File: src/rtl/conv_host_ctrl_if.sv
// Signal bundle between the convolution host controller and its surroundings:
// input word stream, input-SRAM write port, engine run/busy, output-SRAM read port, result stream.
interface conv_host_ctrl_if #(
    parameter int AW = 12,
    parameter int DW = 16
);
    logic          in_valid;
    logic          in_ready;
    logic [DW-1:0] in_data;
    logic          in_last;
    logic [AW-1:0] host_sram_write_address;
    logic [DW-1:0] host_sram_write_data;
    logic          host_sram_write_enable;
    logic          dut_run;
    logic          dut_busy;
    logic [AW-1:0] host_osram_read_address;
    logic [DW-1:0] osram_host_read_data;
    logic          out_valid;
    logic          out_ready;
    logic [DW-1:0] out_data;
    logic          out_last;
    logic          done;
    logic          err;

    modport master (
        input  in_valid, in_data, in_last, dut_busy, osram_host_read_data, out_ready,
        output in_ready, host_sram_write_address, host_sram_write_data, host_sram_write_enable,
        output dut_run, host_osram_read_address, out_valid, out_data, out_last, done, err
    );

    modport slave (
        output in_valid, in_data, in_last, dut_busy, osram_host_read_data, out_ready,
        input  in_ready, host_sram_write_address, host_sram_write_data, host_sram_write_enable,
        input  dut_run, host_osram_read_address, out_valid, out_data, out_last, done, err
    );
endinterface

File: src/rtl/conv_host_ctrl.sv
// Host driver for the 3x3 convolution engine: packs matrices into input SRAM, kicks the
// engine, then streams the result words out of output SRAM through a 2-entry skid buffer.
module conv_host_ctrl #(
    parameter int            AW        = 12,
    parameter int            DW        = 16,
    parameter logic [DW-1:0] TERM_WORD = 16'h00FF
) (
    input logic              clk,
    input logic              reset_b,
    conv_host_ctrl_if.master hif
);
    typedef enum logic [3:0] {
        S_IDLE, S_DIM, S_ROW, S_TERM, S_RUN, S_WAIT_HI, S_WAIT_LO, S_DRAIN, S_ERR
    } state_e;

    state_e        state_q, state_d;
    logic [AW-1:0] wptr_q, wptr_d, res_q, res_d, rptr_q, rptr_d, raddr_q, raddr_d, oidx_q, oidx_d;
    logic [4:0]    rows_q, rows_d;
    logic [DW-1:0] buf_q [2];
    logic [DW-1:0] buf_d [2];
    logic [1:0]    bcnt_q, bcnt_d;
    logic          bwr_q, bwr_d, brd_q, brd_d, pend_q, pend_d, err_q, err_d, done_q, done_d;

    logic fill_st, in_rdy, in_xfer, dim_ok, wfull, bad_word, rd_en, out_vld, is_last, pop;

    always_comb begin
        fill_st  = state_q inside {S_IDLE, S_DIM, S_ROW};
        in_rdy   = fill_st || state_q == S_ERR;
        in_xfer  = hif.in_valid && in_rdy;
        dim_ok   = hif.in_data[7:0] inside {8'd10, 8'd12, 8'd16};
        wfull    = &wptr_q;
        bad_word = 1'b0;
        if (state_q == S_ROW)
            bad_word = wfull || (hif.in_last && rows_q != 5'd1);
        else if (fill_st)
            bad_word = wfull || !dim_ok || hif.in_last;
        // Keep at most two words between the SRAM pipeline and the skid buffer.
        rd_en    = state_q == S_DRAIN && rptr_q != res_q && ({1'b0, bcnt_q} + {2'b0, pend_q}) < 3'd2;
        out_vld  = state_q == S_DRAIN && bcnt_q != 2'd0;
        is_last  = out_vld && oidx_q == res_q - 1'b1;
        pop      = out_vld && hif.out_ready;
    end

    always_ff @(posedge clk) begin
        if (!reset_b) state_q <= S_IDLE;
        else          state_q <= state_d;
    end

    always_comb begin
        state_d = state_q;
        case (state_q)
            S_IDLE, S_DIM:
                if (in_xfer) state_d = bad_word ? (hif.in_last ? S_IDLE : S_ERR) : S_ROW;
            S_ROW:
                if (in_xfer) begin
                    if (bad_word)            state_d = hif.in_last ? S_IDLE : S_ERR;
                    else if (rows_q == 5'd1) state_d = hif.in_last ? S_TERM : S_DIM;
                end
            S_TERM:    state_d = S_RUN;
            S_RUN:     state_d = S_WAIT_HI;
            S_WAIT_HI: if (hif.dut_busy)  state_d = S_WAIT_LO;
            S_WAIT_LO: if (!hif.dut_busy) state_d = S_DRAIN;
            S_DRAIN:   if (pop && is_last) state_d = S_IDLE;
            S_ERR:     if (in_xfer && hif.in_last) state_d = S_IDLE;
            default:   state_d = S_IDLE;
        endcase
    end

    always_comb begin
        hif.in_ready                = in_rdy;
        hif.host_sram_write_enable  = (fill_st && in_xfer && !wfull) || state_q == S_TERM;
        hif.host_sram_write_address = wptr_q;
        hif.host_sram_write_data    = '0;
        if (state_q == S_TERM)                hif.host_sram_write_data = TERM_WORD;
        else if (hif.host_sram_write_enable) hif.host_sram_write_data = hif.in_data;
        hif.dut_run                 = state_q == S_RUN;
        hif.host_osram_read_address = rd_en ? rptr_q : raddr_q;
        hif.out_valid               = out_vld;
        hif.out_data                = out_vld ? buf_q[brd_q] : '0;
        hif.out_last                = is_last;
        hif.done                    = done_q;
        hif.err                     = err_q;
    end

    always_comb begin
        wptr_d  = wptr_q;
        res_d   = res_q;
        rows_d  = rows_q;
        rptr_d  = rptr_q;
        raddr_d = raddr_q;
        oidx_d  = oidx_q;
        buf_d   = buf_q;
        bwr_d   = bwr_q;
        brd_d   = brd_q;
        err_d   = err_q;
        pend_d  = rd_en;
        done_d  = pop && is_last;
        bcnt_d  = bcnt_q + {1'b0, pend_q} - {1'b0, pop};
        if (fill_st && in_xfer) begin
            if (bad_word) begin
                err_d = 1'b1;
                if (hif.in_last) begin
                    wptr_d = '0;
                    res_d  = '0;
                end
            end else begin
                wptr_d = wptr_q + 1'b1;
                if (state_q == S_ROW) begin
                    rows_d = rows_q - 5'd1;
                end else begin
                    rows_d = hif.in_data[4:0];
                    res_d  = res_q + AW'(hif.in_data[4:0]) - AW'(2);
                end
            end
        end
        if (state_q == S_TERM) wptr_d = wptr_q + 1'b1;
        if (state_q == S_ERR && in_xfer && hif.in_last) begin
            wptr_d = '0;
            res_d  = '0;
        end
        if (state_q == S_WAIT_LO && !hif.dut_busy) begin
            rptr_d = '0;
            oidx_d = '0;
        end
        if (rd_en) begin
            rptr_d  = rptr_q + 1'b1;
            raddr_d = rptr_q;
        end
        // SRAM data for a read issued last cycle lands now.
        if (pend_q) begin
            buf_d[bwr_q] = hif.osram_host_read_data;
            bwr_d        = ~bwr_q;
        end
        if (pop) begin
            brd_d  = ~brd_q;
            oidx_d = oidx_q + 1'b1;
        end
        if (pop && is_last) begin
            wptr_d = '0;
            res_d  = '0;
            rptr_d = '0;
        end
    end

    always_ff @(posedge clk) begin
        if (!reset_b) begin
            wptr_q   <= '0;
            res_q    <= '0;
            rows_q   <= '0;
            rptr_q   <= '0;
            raddr_q  <= '0;
            oidx_q   <= '0;
            buf_q[0] <= '0;
            buf_q[1] <= '0;
            bcnt_q   <= '0;
            bwr_q    <= 1'b0;
            brd_q    <= 1'b0;
            pend_q   <= 1'b0;
            err_q    <= 1'b0;
            done_q   <= 1'b0;
        end else begin
            wptr_q   <= wptr_d;
            res_q    <= res_d;
            rows_q   <= rows_d;
            rptr_q   <= rptr_d;
            raddr_q  <= raddr_d;
            oidx_q   <= oidx_d;
            buf_q[0] <= buf_d[0];
            buf_q[1] <= buf_d[1];
            bcnt_q   <= bcnt_d;
            bwr_q    <= bwr_d;
            brd_q    <= brd_d;
            pend_q   <= pend_d;
            err_q    <= err_d;
            done_q   <= done_d;
        end
    end
endmodule

File: src/flat_wrapper.sv
// flat-port wrapper written by rule: the top's interface ports become plain ports
module conv_host_ctrl_flat 
#(
    parameter int            AW        = 12,
    parameter int            DW        = 16,
    parameter logic [DW-1:0] TERM_WORD = 16'h00FF
)
  (clk, reset_b, hif_in_valid, hif_in_data, hif_in_last, hif_dut_busy, hif_osram_host_read_data, hif_out_ready, hif_in_ready, hif_host_sram_write_address, hif_host_sram_write_data, hif_host_sram_write_enable, hif_dut_run, hif_host_osram_read_address, hif_out_valid, hif_out_data, hif_out_last, hif_done, hif_err);
  conv_host_ctrl_if #(.AW(AW), .DW(DW)) hif_i ();
  input logic clk;
  input logic reset_b;
  input wire logic [$bits(hif_i.in_valid)-1:0] hif_in_valid;
  input wire logic [$bits(hif_i.in_data)-1:0] hif_in_data;
  input wire logic [$bits(hif_i.in_last)-1:0] hif_in_last;
  input wire logic [$bits(hif_i.dut_busy)-1:0] hif_dut_busy;
  input wire logic [$bits(hif_i.osram_host_read_data)-1:0] hif_osram_host_read_data;
  input wire logic [$bits(hif_i.out_ready)-1:0] hif_out_ready;
  output wire logic [$bits(hif_i.in_ready)-1:0] hif_in_ready;
  output wire logic [$bits(hif_i.host_sram_write_address)-1:0] hif_host_sram_write_address;
  output wire logic [$bits(hif_i.host_sram_write_data)-1:0] hif_host_sram_write_data;
  output wire logic [$bits(hif_i.host_sram_write_enable)-1:0] hif_host_sram_write_enable;
  output wire logic [$bits(hif_i.dut_run)-1:0] hif_dut_run;
  output wire logic [$bits(hif_i.host_osram_read_address)-1:0] hif_host_osram_read_address;
  output wire logic [$bits(hif_i.out_valid)-1:0] hif_out_valid;
  output wire logic [$bits(hif_i.out_data)-1:0] hif_out_data;
  output wire logic [$bits(hif_i.out_last)-1:0] hif_out_last;
  output wire logic [$bits(hif_i.done)-1:0] hif_done;
  output wire logic [$bits(hif_i.err)-1:0] hif_err;
  assign hif_i.in_valid = hif_in_valid;
  assign hif_i.in_data = hif_in_data;
  assign hif_i.in_last = hif_in_last;
  assign hif_i.dut_busy = hif_dut_busy;
  assign hif_i.osram_host_read_data = hif_osram_host_read_data;
  assign hif_i.out_ready = hif_out_ready;
  assign hif_in_ready = hif_i.in_ready;
  assign hif_host_sram_write_address = hif_i.host_sram_write_address;
  assign hif_host_sram_write_data = hif_i.host_sram_write_data;
  assign hif_host_sram_write_enable = hif_i.host_sram_write_enable;
  assign hif_dut_run = hif_i.dut_run;
  assign hif_host_osram_read_address = hif_i.host_osram_read_address;
  assign hif_out_valid = hif_i.out_valid;
  assign hif_out_data = hif_i.out_data;
  assign hif_out_last = hif_i.out_last;
  assign hif_done = hif_i.done;
  assign hif_err = hif_i.err;
  conv_host_ctrl #(.AW(AW), .DW(DW), .TERM_WORD(TERM_WORD)) u_core (.clk(clk), .reset_b(reset_b), .hif(hif_i));
endmodule
File: config.mk
export PLATFORM = sky130hd
export DESIGN_NAME = conv_host_ctrl_flat
export DESIGN_NICKNAME = d
export VERILOG_FILES = /design/src/rtl/conv_host_ctrl_if.sv /design/src/rtl/conv_host_ctrl.sv /design/src/flat_wrapper.sv
export SDC_FILE = /design/constraint.sdc
export NUM_CORES = 1
export LEC_CHECK = 0
export BUFFER_PORTS_ARGS = -buffer_cell sky130_fd_sc_hd__buf_2
export CELL_PAD_IN_SITES_DETAIL_PLACEMENT = 0
export CELL_PAD_IN_SITES_GLOBAL_PLACEMENT = 1
export CORE_MARGIN = 4
export CORE_UTILIZATION = 48
export CTS_BUF_LIST = sky130_fd_sc_hd__clkbuf_2
export DETAILED_ROUTE_END_ITERATION = 6
export GPL_TIMING_DRIVEN = 1
export PLACE_DENSITY = 0.89
export SETUP_SLACK_MARGIN = 0.02
export SLEW_MARGIN = 20
export SYNTH_ARGS = -nofsm -noshare
export SYNTH_HDL_FRONTEND = slang
export SYNTH_SLANG_ARGS = --single-unit
File: constraint.sdc
create_clock -name clk -period 4.9 [get_ports clk]
set_input_delay 0.98 -clock clk [delete_from_list [all_inputs] [get_ports clk]]
set_output_delay 0.98 -clock clk [all_outputs]
set_load 0.01 [all_outputs]
==> metrics.csv <==
stage,metric,value,unit
outcome,outcome,finished clean,
power,ir_drop,0.203,mV
floorplanning,core,13500,µm²
worst_setup_path,cp_max_fo,18,
timing,maxSlewViolCount,0,
drt,routed_via_density,5.57,
floorplanning,fp-row-count,42,
timing,totalNegativeSetupSlack,0,ps
worst_setup_path,path_class,flop to primary output,
synthesis,synth_most_common_cell,nand2_1,
clock_network,ctsResizeCount,0,
global_route,grt_pass1_vias,5648,
global_route,antenna_found_initial,0,
worst_setup_path,r2r_setup_slack,1490,ps
timing,setup_violations,0,
synthesis,synthCells,811,
synthesis,synth_fp_nets,883,
power,total_power,2.54,mW
clock_network,cts.clk_slew.worst_paths,280,ps
floorplanning,die_h,126,µm
global_route,grt_overflow_total,0,
clock_network,cts_tree,built,
timing,finClkSkew,16.7,ps
cells_and_area,nNetsFinal,947,
cells_and_area,antennaDiodeCount,0,
timing,finalHoldViolCount,0,
worst_setup_path,rr_startpoint,u_core.res_q[5]$_SDFFE_PP0P_,
synthesis,yosysSeqAreaShare,0.322,
synthesis,yosysTopAreaCell,dfxtp_1,
worst_setup_path,crit_arrival,3060,ps
placement,io_buffer_count,100,
placement,routabilityCongestion,0.862,
cells_and_area,drive_gt1_frac,0.184,
synthesis,syn_area,6710,µm²
synthesis,synth.ff_latch_count,108,
clock_network,cts_sinks,108,
cells_and_area,num-fill-cells,1302,
synthesis,synth_common_cells,"nand2_1 (111), dfxtp_1 (108), nor2_1 (48)",
hold_path,hold_path_class,flop to flop,
clock_network,numCtsBuffers,9,
drt,wl_met2,7700,µm
drt,first_iter_violations,428,
worst_setup_path,end_kind,primary output,
floorplanning,die_x,126,µm
drt,post_drt_wl_per_cell,15.2,µm
synthesis,synth_top_area_share,0.322,
cells_and_area,final_core_util,0.544,
synthesis,yosys_most_used_dff,dfxtp_1,
global_route,grt_max_degree,75,
drt,m1WireLength,7320,µm
clock_network,clock_path_buffers,2,
clock_network,cts_root_buf,clkbuf_2,
drt,final_antenna_net_count,0,
synthesis,ys_warn_count,0,
placement,dp.final_hpwl,11700,µm
synthesis,synth_edf_count,0,
drt,routed_wl,16100,µm
run,maxCapViolCount,0,
global_route,grt_usage,0.200,
cells_and_area,areaGrowthSynthToFinish,9.05,%
drt,vias,5877,
timing,min_period,4040,ps
floorplanning,io_pins,101,
clock_network,post_cts_buffers,0,
timing,worst_hold_slack,483,ps
drt,route.met3.wl,754,µm
drt,drt_first_pass_iters,5,
floorplanning,die_area,15900,µm²
drt,routed.top_layer,met4,
worst_setup_path,crit_path_end,hif_host_osram_read_address[11],
clock_network,ctsHoldBuffers,0,
synthesis,async_reset_ff_frac,0,
timing,max-slew-margin-rel,0.295,
power,leakagePower,3.08,nW
clock_network,cts_max_level,3,
power,power.density,347,nW/µm²
global_route,grt_pass1_wl,26700,µm
worst_setup_path,cp.required,3920,ps
synthesis,synth_area_leaders,"dfxtp_1 (32%), nand2_1 (6.2%), ha_1 (6.2%), a21boi_0 (4.5%), xor2_1 (3.5%)",
worst_setup_path,r2r_cells,9,
drt,drc_errors,0,
synthesis,postSynthAreaPerCell,8.27,µm²
clock_network,insertion_delay,600,ps
timing,min_period_over_period,0.824,
timing,worst_pin_slew,1060,ps
floorplanning,start_util,0.499,
timing,max_clock_freq,0.248,GHz
worst_setup_path,start_kind,flop,
timing,rsz0062_at_grt,no,
worst_setup_path,rr_endpoint,u_core.res_q[3]$_SDFFE_PP0P_,
synthesis,synth.distinct_cells,70,
worst_setup_path,crit_start,u_core.res_q[4]$_SDFFE_PP0P_,
metal layers:
layer / up-vias / global-route usage
met5: - / 0
met4: 0 / 0.0700
met3: 26 / 0.0305
met2: 146 / 0.342
met1: 2759 / 0.256
li1: 2946 / -
logic make-up after synthesis:
kind of cell             Yosys count  share of synthesized area
buffers and inverters             90                     0.0582
flip-flops                       108                      0.322
AND/OR/NAND/NOR                  329                      0.251
adder cells (fa/ha/maj)           34                     0.0645
AO/OA/AOI/OAI                    165                      0.184
multiplexers                      35                     0.0546
XOR/XNOR                          50                     0.0653
cells in the final DEF, fill, tap and decap left out, types with 9 or more instances in the layout:
master / Yosys / final
mux2_2: 13 / 13
xor2_1: 27 / 27
nor2_1: 48 / 48
a21boi_0: 40 / 40
ha_1: 33 / 33
nand2_1: 111 / 111
nand4_1: 10 / 10
o21ai_0: 21 / 21
a21o_1: 10 / 10
xnor2_1: 23 / 23
nor2b_1: 13 / 13
dfxtp_1: 108 / 108
nand3_1: 36 / 36
and3_1: 22 / 22
a21oi_1: 37 / 37
clkbuf_2: 0 / 9
inv_1: 39 / 39
and2_1: 27 / 27
buf_2: 9 / 100
mux2i_1: 22 / 22
area by class of cell:
cell class	count	area, µm²	area share
Multi-Input combinational cell	613	4160	0.569
Tap cell	176	220	0.0301
Clock inverter	7	50.0	0.00684
Clock buffer	9	45.0	0.00616
Timing Repair Buffer	104	531	0.0725
Inverter	39	146	0.0200
Sequential cell	108	2160	0.296
metrics by stage:
step           std cells  worst slack [ps]  area [µm²]
2_1_floorplan        811              1740        6710
5_1_grt             1056               584        7320
3_3_place_gp        1040              1420        7220
6_report            1056               862        7320
4_1_cts             1056               797        7310
3_5_place_dp        1040              1240        7220
where the power goes:
part / internal (mW) / switching [mW]
logic: 0.457 / 0.668
registers: 0.931 / 0.101
clock network: 0.0705 / 0.312
state kept, by name, indices dropped and copies added, names as in the netlist:
| signal | cells |
|---|---|
| u_core.brd_q | 1 |
| u_core.rptr_q | 12 |
| u_core.bwr_q | 1 |
| u_core.hif.host_sram_write_address | 12 |
| u_core.bcnt_q | 2 |
| u_core.oidx_q | 12 |
| u_core.rows_q | 5 |
| u_core.hif.err | 1 |
| u_core.res_q | 12 |
| u_core.hif.done | 1 |
| u_core.raddr_q | 12 |
| u_core.pend_q | 1 |
| u_core.buf_q | 32 |
| u_core.state_q | 4 |
critical path, cell delays in order (launching register included):
cell	delay, ps
dfxtp_1	690
xor2_1	190
nor4_1	70
nand3_1	110
and3_1	580
buf_4	320
mux2_2	360
buf_2	140
worst min path at each step:
stage,startpoint,end,slack [ps],cells after the start
6_report,u_core.buf_q[3]$_SDFFE_PN0P_,u_core.buf_q[3]$_SDFFE_PN0P_,480,2
5_1_grt,hif_osram_host_read_data[12],u_core.buf_q[12]$_SDFFE_PN0P_,500,3
4_1_cts,u_core.buf_q[3]$_SDFFE_PN0P_,u_core.buf_q[3]$_SDFFE_PN0P_,480,2
3_5_place_dp,u_core.buf_q[3]$_SDFFE_PN0P_,u_core.buf_q[3]$_SDFFE_PN0P_,460,2
3_3_place_gp,u_core.buf_q[20]$_SDFFE_PN0P_,u_core.buf_q[20]$_SDFFE_PN0P_,450,2
2_1_floorplan,u_core.buf_q[16]$_SDFFE_PN0P_,u_core.buf_q[16]$_SDFFE_PN0P_,440,2
(Power assumes the default switching activity.)
